===== config.mk =====
export PLATFORM = sky130hd
export DESIGN_NAME = regfile_scoreboard
export DESIGN_NICKNAME = d
export VERILOG_FILES = /design/src/rtl/regfile_pkg.sv /design/src/rtl/regfile_scoreboard_sb.sv /design/src/rtl/regfile_scoreboard.sv
export SDC_FILE = /design/constraint.sdc
export NUM_CORES = 1
export LEC_CHECK = 0
export ABC_AREA = 0
export CORE_MARGIN = 3
export CORE_UTILIZATION = 44
export CTS_CLUSTER_DIAMETER = 100
export DETAILED_ROUTE_END_ITERATION = 8
export GPL_TIMING_DRIVEN = 0
export HOLD_SLACK_MARGIN = 0.06
export PLACE_DENSITY = 0.7
export REMOVE_ABC_BUFFERS = 1
export SYNTH_ARGS = -nofsm -noshare
export SYNTH_HDL_FRONTEND = slang
export SYNTH_SLANG_ARGS = --single-unit

===== constraint.sdc =====
create_clock -name clk -period 7.9 [get_ports clk]
set_clock_uncertainty 0.1 [all_clocks]
set_input_delay 1.975 -clock clk [delete_from_list [all_inputs] [get_ports clk]]
set_output_delay 1.975 -clock clk [all_outputs]
set_load 0.01 [all_outputs]

===== src/rtl/regfile_pkg.sv =====
// Shared types and defaults for the scoreboarded register file.
// Optional write-to-read forwarding is enabled with REGFILE_BYPASS_EN.
package regfile_pkg;

    localparam int DATA_W_DEF   = 32;
    localparam int NUM_REGS_DEF = 16;
    localparam int ADDR_W_DEF   = $clog2(NUM_REGS_DEF);

    typedef logic [ADDR_W_DEF-1:0] reg_addr_t;
    typedef logic [DATA_W_DEF-1:0] reg_data_t;

    // Wide result; callers truncate to their own register width.
    function automatic longint unsigned init_value(
        input int unsigned idx,
        input int unsigned step
    );
        return 64'(idx) * 64'(step);
    endfunction

endpackage


===== src/rtl/regfile_scoreboard_sb.sv =====
// Pending-write tracker: reservations set a bit, write-back clears it.
// Also owns the reservation ack, stray-write error pulse and pending count.
module regfile_scoreboard_sb
    import regfile_pkg::*;
#(
    parameter int NUM_REGS = NUM_REGS_DEF,
    parameter int ADDR_W   = $clog2(NUM_REGS)
) (
    input  logic              clk,
    input  logic              rst_n,
    input  logic              rsv_valid,
    input  logic [ADDR_W-1:0] rsv_addr,
    input  logic              wr_en,
    input  logic [ADDR_W-1:0] wr_addr,
    output logic              rsv_ack,
    output logic [NUM_REGS-1:0] pending,
    output logic              wr_err,
    output logic [ADDR_W:0]   pend_cnt
);

    logic rsv_set;
    logic wr_hit;
    logic clr_valid;

    assign rsv_ack   = rsv_valid && (rsv_addr == '0 || !pending[rsv_addr]);
    assign rsv_set   = rsv_ack && rsv_addr != '0;
    assign wr_hit    = wr_en && wr_addr != '0;
    assign clr_valid = wr_hit && pending[wr_addr];

    // Clear before set: a fresh reservation outlives a same-cycle stray write.
    always_ff @(posedge clk or negedge rst_n) begin
        if (!rst_n) begin
            pending  <= '0;
            wr_err   <= 1'b0;
            pend_cnt <= '0;
        end else begin
            wr_err <= wr_hit && !pending[wr_addr];
            if (wr_hit) pending[wr_addr] <= 1'b0;
            if (rsv_set) pending[rsv_addr] <= 1'b1;
            if (rsv_set && !clr_valid)
                pend_cnt <= pend_cnt + 1'b1;
            else if (clr_valid && !rsv_set)
                pend_cnt <= pend_cnt - 1'b1;
        end
    end

endmodule


===== src/rtl/regfile_scoreboard.sv =====
// Register file with N combinational read ports, one write port and a
// pending-write scoreboard. Define REGFILE_BYPASS_EN for write forwarding.
module regfile_scoreboard
    import regfile_pkg::*;
#(
    parameter int DATA_W    = DATA_W_DEF,
    parameter int NUM_REGS  = NUM_REGS_DEF,
    parameter int ADDR_W    = $clog2(NUM_REGS),
    parameter int NUM_RD    = 2,
    parameter int INIT_STEP = 10
) (
    input  logic                     clk,
    input  logic                     rst_n,
    input  logic [NUM_RD*ADDR_W-1:0] rd_addr,
    output logic [NUM_RD*DATA_W-1:0] rd_data,
    output logic [NUM_RD-1:0]        rd_busy,
    input  logic                     rsv_valid,
    input  logic [ADDR_W-1:0]        rsv_addr,
    output logic                     rsv_ack,
    input  logic                     wr_en,
    input  logic [ADDR_W-1:0]        wr_addr,
    input  logic [DATA_W-1:0]        wr_data,
    output logic                     wr_err,
    output logic [ADDR_W:0]          pend_cnt
);

    logic [DATA_W-1:0]   regs [NUM_REGS];
    logic [NUM_REGS-1:0] pending;

    // R0 is reset to zero and never written, so it reads as zero.
    always_ff @(posedge clk or negedge rst_n) begin
        if (!rst_n) begin
            for (int i = 0; i < NUM_REGS; i++)
                regs[i] <= DATA_W'(init_value(i, INIT_STEP));
        end else if (wr_en && wr_addr != '0) begin
            regs[wr_addr] <= wr_data;
        end
    end

    for (genvar k = 0; k < NUM_RD; k++) begin : g_rd
        logic [ADDR_W-1:0] addr;
        assign addr = rd_addr[k*ADDR_W +: ADDR_W];
`ifdef REGFILE_BYPASS_EN
        logic hit;
        assign hit = wr_en && wr_addr != '0 && addr == wr_addr;
        assign rd_data[k*DATA_W +: DATA_W] = hit ? wr_data : regs[addr];
        assign rd_busy[k] = pending[addr] && !hit;
`else
        assign rd_data[k*DATA_W +: DATA_W] = regs[addr];
        assign rd_busy[k] = pending[addr];
`endif
    end

    regfile_scoreboard_sb #(
        .NUM_REGS (NUM_REGS),
        .ADDR_W   (ADDR_W)
    ) u_sb (
        .clk       (clk),
        .rst_n     (rst_n),
        .rsv_valid (rsv_valid),
        .rsv_addr  (rsv_addr),
        .wr_en     (wr_en),
        .wr_addr   (wr_addr),
        .rsv_ack   (rsv_ack),
        .pending   (pending),
        .wr_err    (wr_err),
        .pend_cnt  (pend_cnt)
    );

endmodule

==> summary by stage, run 1 <==
Logic synthesis
The post-synthesis instance total is 1,675. The combined area of all synthesized cells is approximately 28,000 um^2. The primary flip-flop cell chosen by synthesis mapping is dfrtp_1. The synthesized area per cell is ~17 um^2. Yosys mapped a number of flops with a built-in enable equal to 0. For this run, asynchronously set or reset flops after synthesis account for 100%.

The count of distinct cell types in the synthesized netlist is 35. The count of warnings emitted by yosys is 0. Sequential cells were found to cover between 40% and 50% of the synthesized design area. After synthesis the netlist holds a flip-flop and latch count of between 500 and 600.

Floorplanning
The core region is ~62,000 um^2. From left edge to right edge, the die measures around 260 um. The die covers around 67,000 um^2.

For this configuration, the core starts out at a cell density of 45.0%. Measured along the y axis, the die boundary spans 259 um. For this design the top-level I/O count stands at roughly 130. In this run the core area contains 91 standard-cell rows.

Final layout
Relative to the synthesized area, the layout overhead comes to 14.9%. In the final layout, the share of cells above drive strength 1 is between 40% and 50%. Fill cells in the final layout number about 5,000. At the end of the flow, the number of nets in the layout was ~1,800.

Timing
The number of hold violations in the final report is 0. Adding up every negative setup slack in the final design gives 0 ns. Measured against its own limit, the worst slew margin works out to 36.3%. The minimum clock period is between 6 and 7 ns. The worst-case setup margin in the final layout is ~1.1 ns.

The final number of max-transition violations is 0. The maximum clock rate is between 100 and 150 MHz. The part of the cycle the worst path needs is ~86%. Setup repair after global routing left no endpoint under its margin. For the pin with the worst max-slew slack, the measured transition is roughly 0.96 ns. Setup violations remaining at the end of the flow were counted as 0.

Detailed routing
Dividing the detail-routed via count by the number of cells gives 6.31. The routed design has about 72 mm of wire. The number of remaining DRC errors is 0. The starting DRC count in detailed routing is approximately 1,200.

Once detail routing completed, the nets flagged for antenna violations numbered 0. The first detailed-routing pass ran for 5 iterations. The overall via count from detail_route is roughly 16,000. In the final routed layout, each cell accounts on average for 27.9 um.

Worst setup path
Along the worst path, the maximum fanout reaches a little under 70. The critical path is of the input pin to primary output type. STA puts the critical path data required time at between 5 and 6 ns. For the worst setup path, the data arrival time is 4.75 ns. The kind of end point of the critical path is a primary output. The worst setup path is launched from an input pin.

Pwr
The analysis attributes to cell leakage a power of 12.9 nW. VDD sags by at most between 150 and 200 uV. The power per cell area is 267 nW/um^2.

Global route
The wire length of the first global-routing pass is ~110 mm. For this run the aggregate overflow at the end of global routing stands at 0. The number of antenna violations at the first check in global routing is 4. The number of global-route vias before repair is around 18,000.

The largest net degree at the start of global routing is approximately 110. Global routing consumed, over all layers together, a little over a fifth of the routing resources.

Placed design
At the end of routability-driven placement, the weighted congestion stood at approximately 0.86. The final HPWL from detailed placement is 43.5 mm. The worst slack at placement is about 1 ns.

The number of buffer cells added on primary ports is 124.

CTS
The number of levels the H-tree was split into is 2. The count of clock tree sinks is 534. Buffers inserted during clock tree synthesis total 57. TritonCTS built the clock tree. The number of hold buffers added after CTS is 0. The later pin in the worst-skew pair is clocked with a latency of around 0.6 ns.

In this run, post-CTS repair resized a total of 0 instances. In this run the deepest clock path goes through 3 buffers. The clock transition at the register clock pins on the worst setup and hold paths after CTS is 0.06 ns.

The number of setup buffers added after CTS is 0. The tree is rooted in a clkbuf_16.

Status
The flow ran to the end, and the final reports show no timing, DRC or antenna violations.

Min path
The worst hold path belongs to the class flip-flop to flip-flop.

Flow run
The reported max-cap violation count is 0.
-- routing by layer --
layer  GRT usage, %  wire length, um  vias up
li1               -                -     6572
met4           6.92             2160        6
met1           29.9            29500     8994
met5              0               36        -
met2           35.9            35400      551
met3           4.21             4770      152
-- final cells by class --
type,instances,area (um^2),share of cell area (%)
diodes,1,2.50,0.00775
clock buffers,83,1650,5.13
clock inverters,24,193,0.597
inverters,7,26.3,0.0814
multi-input cells,933,13800,42.7
flip-flops and latches,534,13400,41.6
well taps,837,1050,3.25
repair buffers,160,2160,6.69
-- cell families after synthesis --
| logic type | after synthesis | synth area share [%] |
|---|---|---|
| AO/OA/AOI/OAI | 34 | 0.668 |
| XOR/XNOR | 4 | 0.125 |
| adder cells (fa/ha/maj) | 6 | 0.294 |
| buffers and inverters | 208 | 3.55 |
| flip-flops | 534 | 47.8 |
| multiplexers | 826 | 46.5 |
| AND/OR/NAND/NOR | 63 | 1.09 |
-- sequential cells by signal, summed over array words and instances, names as in the netlist --
signal,cells
u_sb.wr_err,1
u_sb.pending,16
u_sb.pend_cnt,5
regs,512
-- cell usage in the layout (no fill, tap or decap), types with 6 or more instances in the layout --
cell type	Yosys	final
clkbuf_8	0	13
nor2_4	0	9
dfstp_2	47	47
clkdlybuf4s50_1	0	115
buf_16	0	25
dfrtp_1	487	487
mux2i_1	8	8
nand3_1	8	8
mux4_2	335	335
mux2_2	314	314
inv_1	7	7
mux2_1	169	169
o21ai_0	20	20
clkinv_2	0	13
clkbuf_16	0	57
clkbuf_1	110	13
nand2_1	17	17
buf_12	0	11
o21ai_1	6	6
nor2_1	16	7
-- Yosys cell counts (2+ instances only) --
cell | number | area share [%]
nor2_1 | 16 | 0.21
nand2_1 | 17 | 0.23
nand3_1 | 8 | 0.14
mux2_2 | 314 | 13
dfrtp_1 | 487 | 43
mux2_1 | 169 | 6.8
nor2b_1 | 2 | 0.045
dfstp_2 | 47 | 4.4
nand3b_1 | 5 | 0.13
xnor2_1 | 3 | 0.094
o21ai_0 | 20 | 0.36
a21oi_1 | 2 | 0.036
buf_1 | 9 | 0.12
or3_1 | 4 | 0.089
nand2b_1 | 6 | 0.13
mux4_2 | 335 | 27
ha_1 | 5 | 0.22
nor3_1 | 3 | 0.053
o21ai_1 | 6 | 0.11
inv_1 | 7 | 0.094
buf_6 | 18 | 0.72
buf_2 | 63 | 1.1
clkbuf_1 | 110 | 1.5
mux2i_1 | 8 | 0.29
-- power breakdown --
part	total, mW	switching (mW)	internal [mW]
logic	2.14	0.769	1.37
registers	3.85	0.456	3.39
clock network	2.64	1.12	1.52
total	8.62	2.35	6.28
-- critical path: stages --
cell	delay, ns
buf_8	0.09
buf_16	0.42
buf_16	0.46
mux4_2	0.57
mux4_2	0.47
clkdlybuf4s50_1	0.62
-- stage by stage --
stage	power (mW)	hold WS, ns	instances	cell area (um^2)	utilization (%)
finish	8.62	0.295	2579	32300	51.7
floorplan	5.13	0.265	1474	27100	-
detailed placement	6.03	0.283	2471	30400	48.8
global route	9.03	0.309	2578	32300	51.7
CTS	8.70	0.297	2578	32300	51.7
global placement	6.01	0.276	2435	29400	47.1
-- path summary, 6_finish.rpt --
check / start / to / slack, ns / cells after the start
worst max-delay path: rd_addr[4] / rd_data[56] / 1.08 / 6
worst min-delay path: regs[492] / regs[492] / 0.30 / 0
worst max register to register: u_sb.pending[5] / u_sb.pend_cnt[4] / 4.86 / 12
worst min register to register: regs[492] / regs[492] / 0.30 / 0
max in group asynchronous: rst_n / regs[102] / 4.68 / 4
min in group asynchronous: rst_n / regs[503] / 1.31 / 1
(Power assumes the default switching activity.)
==> run 2: changes to the inputs <==
--- a/config.mk
+++ b/config.mk
@@ -6,13 +6,15 @@
 export NUM_CORES = 1
 export LEC_CHECK = 0
 export ABC_AREA = 0
+export CELL_PAD_IN_SITES_DETAIL_PLACEMENT = 1
+export CELL_PAD_IN_SITES_GLOBAL_PLACEMENT = 1
 export CORE_MARGIN = 3
 export CORE_UTILIZATION = 44
 export CTS_CLUSTER_DIAMETER = 100
 export DETAILED_ROUTE_END_ITERATION = 8
 export GPL_TIMING_DRIVEN = 0
 export HOLD_SLACK_MARGIN = 0.06
-export PLACE_DENSITY = 0.7
+export PLACE_DENSITY = 0.78
 export REMOVE_ABC_BUFFERS = 1
 export SYNTH_ARGS = -nofsm -noshare
 export SYNTH_HDL_FRONTEND = slang
==> summary by stage, run 2 (synthesized netlist as in run 1, its figures left out) <==
Status
The run finished with clean final reports.

Timing
The total negative setup slack is 0 ns (unchanged). The number of hold violations in the final report is 0 (unchanged). The slew of the pin with the lowest slew margin is 0.958 ns (+0.00277 ns).

The final number of max-transition violations is 0 (unchanged). The maximum clock rate is 150 MHz (+2.6%). The total of endpoints with negative setup slack in the final report was 0 (unchanged). Setup repair after global routing left no endpoint under its margin. The minimum clock period was 6.65 ns (-0.174 ns).

The worst max-slew margin expressed relative to the limit is 36.0% (-0.32 points). The final hold slack is 0.291 ns (-0.00361 ns). The part of the cycle the worst path needs was 84.2% (-2.2 points).

Final layout
The net count reported at finish came to 1,748 (-0.17%). The fraction of final layout cells sized beyond drive strength 1 is 48.8% (+0.056 points). Relative to the synthesized area, the layout overhead comes to 15.0%. Leaving out fill and tap cells, the most frequent cell in the layout is dfrtp_1. The largest registers in the layout are regs x512, u_sb.pending x16, u_sb.pend_cnt x5. More flip-flops sit in one register than any other, and that register is regs. The top cell types in the final layout, fill and taps aside, are dfrtp_1 (487), mux4_2 (335), mux2_2 (314). The number of flip-flops in the largest register is 512 (unchanged).

CTS
The clock latency reported for the late side of the worst-skew pair came to 0.62 ns (+0.02 ns). The clock root buffer is clkbuf_16. The number of buffers added by the clock tree synthesis step is 58 (+1.8%).

TritonCTS built the clock tree. The clock transition at the register clock pins on the worst setup and hold paths after CTS is 0.06 ns (about the same). The number of hold buffers added after CTS is 0 (unchanged). The maximum buffer depth of the clock tree is 3 (unchanged).

The number of levels the H-tree was split into was 2 (unchanged). The number of setup buffers added after CTS came to 0 (unchanged). The quantity of gates resized following cts is 0 (unchanged). The count of clock tree sinks is 534 (unchanged).

Detailed routing
The number of remaining DRC errors was 0 (unchanged). The starting DRC count in detailed routing was 1,076 (-10%). The detailed-route wire length per cell came to 30.1 um (+8.0%). The routed wire length came to 77.6 mm (+7.9%). The overall via count from detail_route is 16,200 (-0.52%). The routed via count divided by cell count is 6.28 (-0.48%). The number of nets with antenna violations after detailed routing was 0 (unchanged).

The iteration count of the initial detailed-routing pass was 5 (unchanged).

Min path
The min-delay analysis places its worst path in the category flip-flop to flip-flop. The startpoint identified for the worst hold timing path is regs[480]. The path with the worst hold slack has its endpoint at regs[480].

The count of cells along the worst hold path came to 0 (unchanged).

Placed design
The final HPWL from detailed placement is 46.9 mm (+7.8%). The global placer's final weighted congestion is 0.795 (-7.2%). The number of buffer cells added on primary ports was 124 (unchanged).

Worst setup path
The critical path is of the input pin to primary output type. The critical path required time is 5.83 ns (about the same). The largest driver fanout on the critical path was 16 (-77%).

The launch point of the critical path is rsv_addr[0]. The reg-to-reg endpoint is u_sb.pend_cnt[4]. The worst setup slack for register-to-register paths is 4.75 ns (-0.11 ns).

The logic depth of the worst register-to-register path is 12 (unchanged). The launching element type of the critical path is an input pin. In this run the critical register-to-register path is launched from u_sb.pending[4]. The kind of end point of the critical path is a primary output. The data arrival time at the worst-slack endpoint is 4.57 ns (-0.18 ns).

Floorplanning
The number of top-level design ports is 125 (unchanged). The number of rows in the core area is 91 (unchanged). The standard cell core area is 62,400 um^2 (unchanged). The die width is 259 um (unchanged). The effective utilization at floorplan is 45.0% (unchanged). The y dimension of the die is 259 um (unchanged). The die area is 66,900 um^2 (unchanged).

Global route
The global-route usage over all layers is 23.7% (+1.7 points). The largest net degree at the start of global routing is 95 (-14%). The wire length of the first global-routing pass came to 119 mm (+7.7%). The total global routing overflow is 0 (unchanged). The number of antenna violations at the first check in global routing is 3 (-1). The number of global-route vias before repair came to 18,500 (+4.8%).

Pwr
The overall power consumption is 8.91 mW (+3.4%). The power per cell area is 276 nW/um^2 (+3.2%). The cell leakage power is 13.0 nW (+0.29%).

The peak ir drop on the vdd network is 177 uV (+14%).

Flow run
The reported max-cap violation count came to 0 (unchanged).
==> run 2: cell types whose count changed in the layout (fill, tap and decap cells not counted), moves of 3 or more <==
cell,previous run,this run
bufinv_16,2,6
clkinvlp_4,5,2
inv_6,3,0
buf_16,25,18
buf_12,11,14
==> run 2: metal layers <==
| layer | wire length [um] | vias to the layer above | part of all wire (%) | track usage [%] |
|---|---|---|---|---|
| met2 | 39700 | 463 | 51 | 40.7 |
| met4 | 1550 | 2 | 2.0 | 5.06 |
| met5 | 13 | - | 0.017 | 0 |
| met1 | 32100 | 9050 | 41 | 31.5 |
| li1 | - | 6565 | - | - |
| met3 | 4260 | 111 | 5.5 | 4.49 |
==> run 2: layout make-up <==
type / instances / area, um^2
Fill cell: 5684 / 30100
Multi-Input combinational cell: 933 / 13800
Sequential cell: 534 / 13400
Timing Repair Buffer: 156 / 2030
Clock buffer: 86 / 1730
Tap cell: 837 / 1050
Clock inverter: 23 / 297
Inverter: 7 / 26.3
Antenna cell: 2 / 5.00
==> run 2: where the power goes <==
group	internal, mW	switching [mW]
sequential	3.39	0.485
clock	1.71	1.17
combinational	1.37	0.797
total	6.47	2.45
==> run 2: worst max-delay path, stage by stage <==
cell and delay, ns:
clkdlybuf4s50_1 0.96, mux2_2 0.41, or3_1 0.30, nand4_1 0.18
o311a_1 0.20, clkdlybuf4s50_1 0.53
==> run 2: worst max-delay path by stage <==
| stage | endpoint | slack [ns] | cells past startpoint |
|---|---|---|---|
| 2_1_floorplan | rd_busy[0] | 2.89 | 2 |
| 5_1_grt | rsv_ack | 1.18 | 6 |
| 4_1_cts | rsv_ack | 1.28 | 6 |
| 3_3_place_gp | regs[161] | -18.09 | 1 |
| 3_5_place_dp | rsv_ack | 1.27 | 6 |
| 6_report | rsv_ack | 1.25 | 6 |
==> run 2: metrics by stage <==
stage          setup WS, ns  instances  util [%]  instance area (um^2)
5_1_grt                1.18       2576      51.8                 32300
3_5_place_dp           1.27       2467      48.5                 30300
3_3_place_gp         -18.09       2435      47.1                 29400
4_1_cts                1.28       2576      51.8                 32300
6_report               1.25       2578      51.8                 32300
2_1_floorplan          2.89       1474         -                 27100
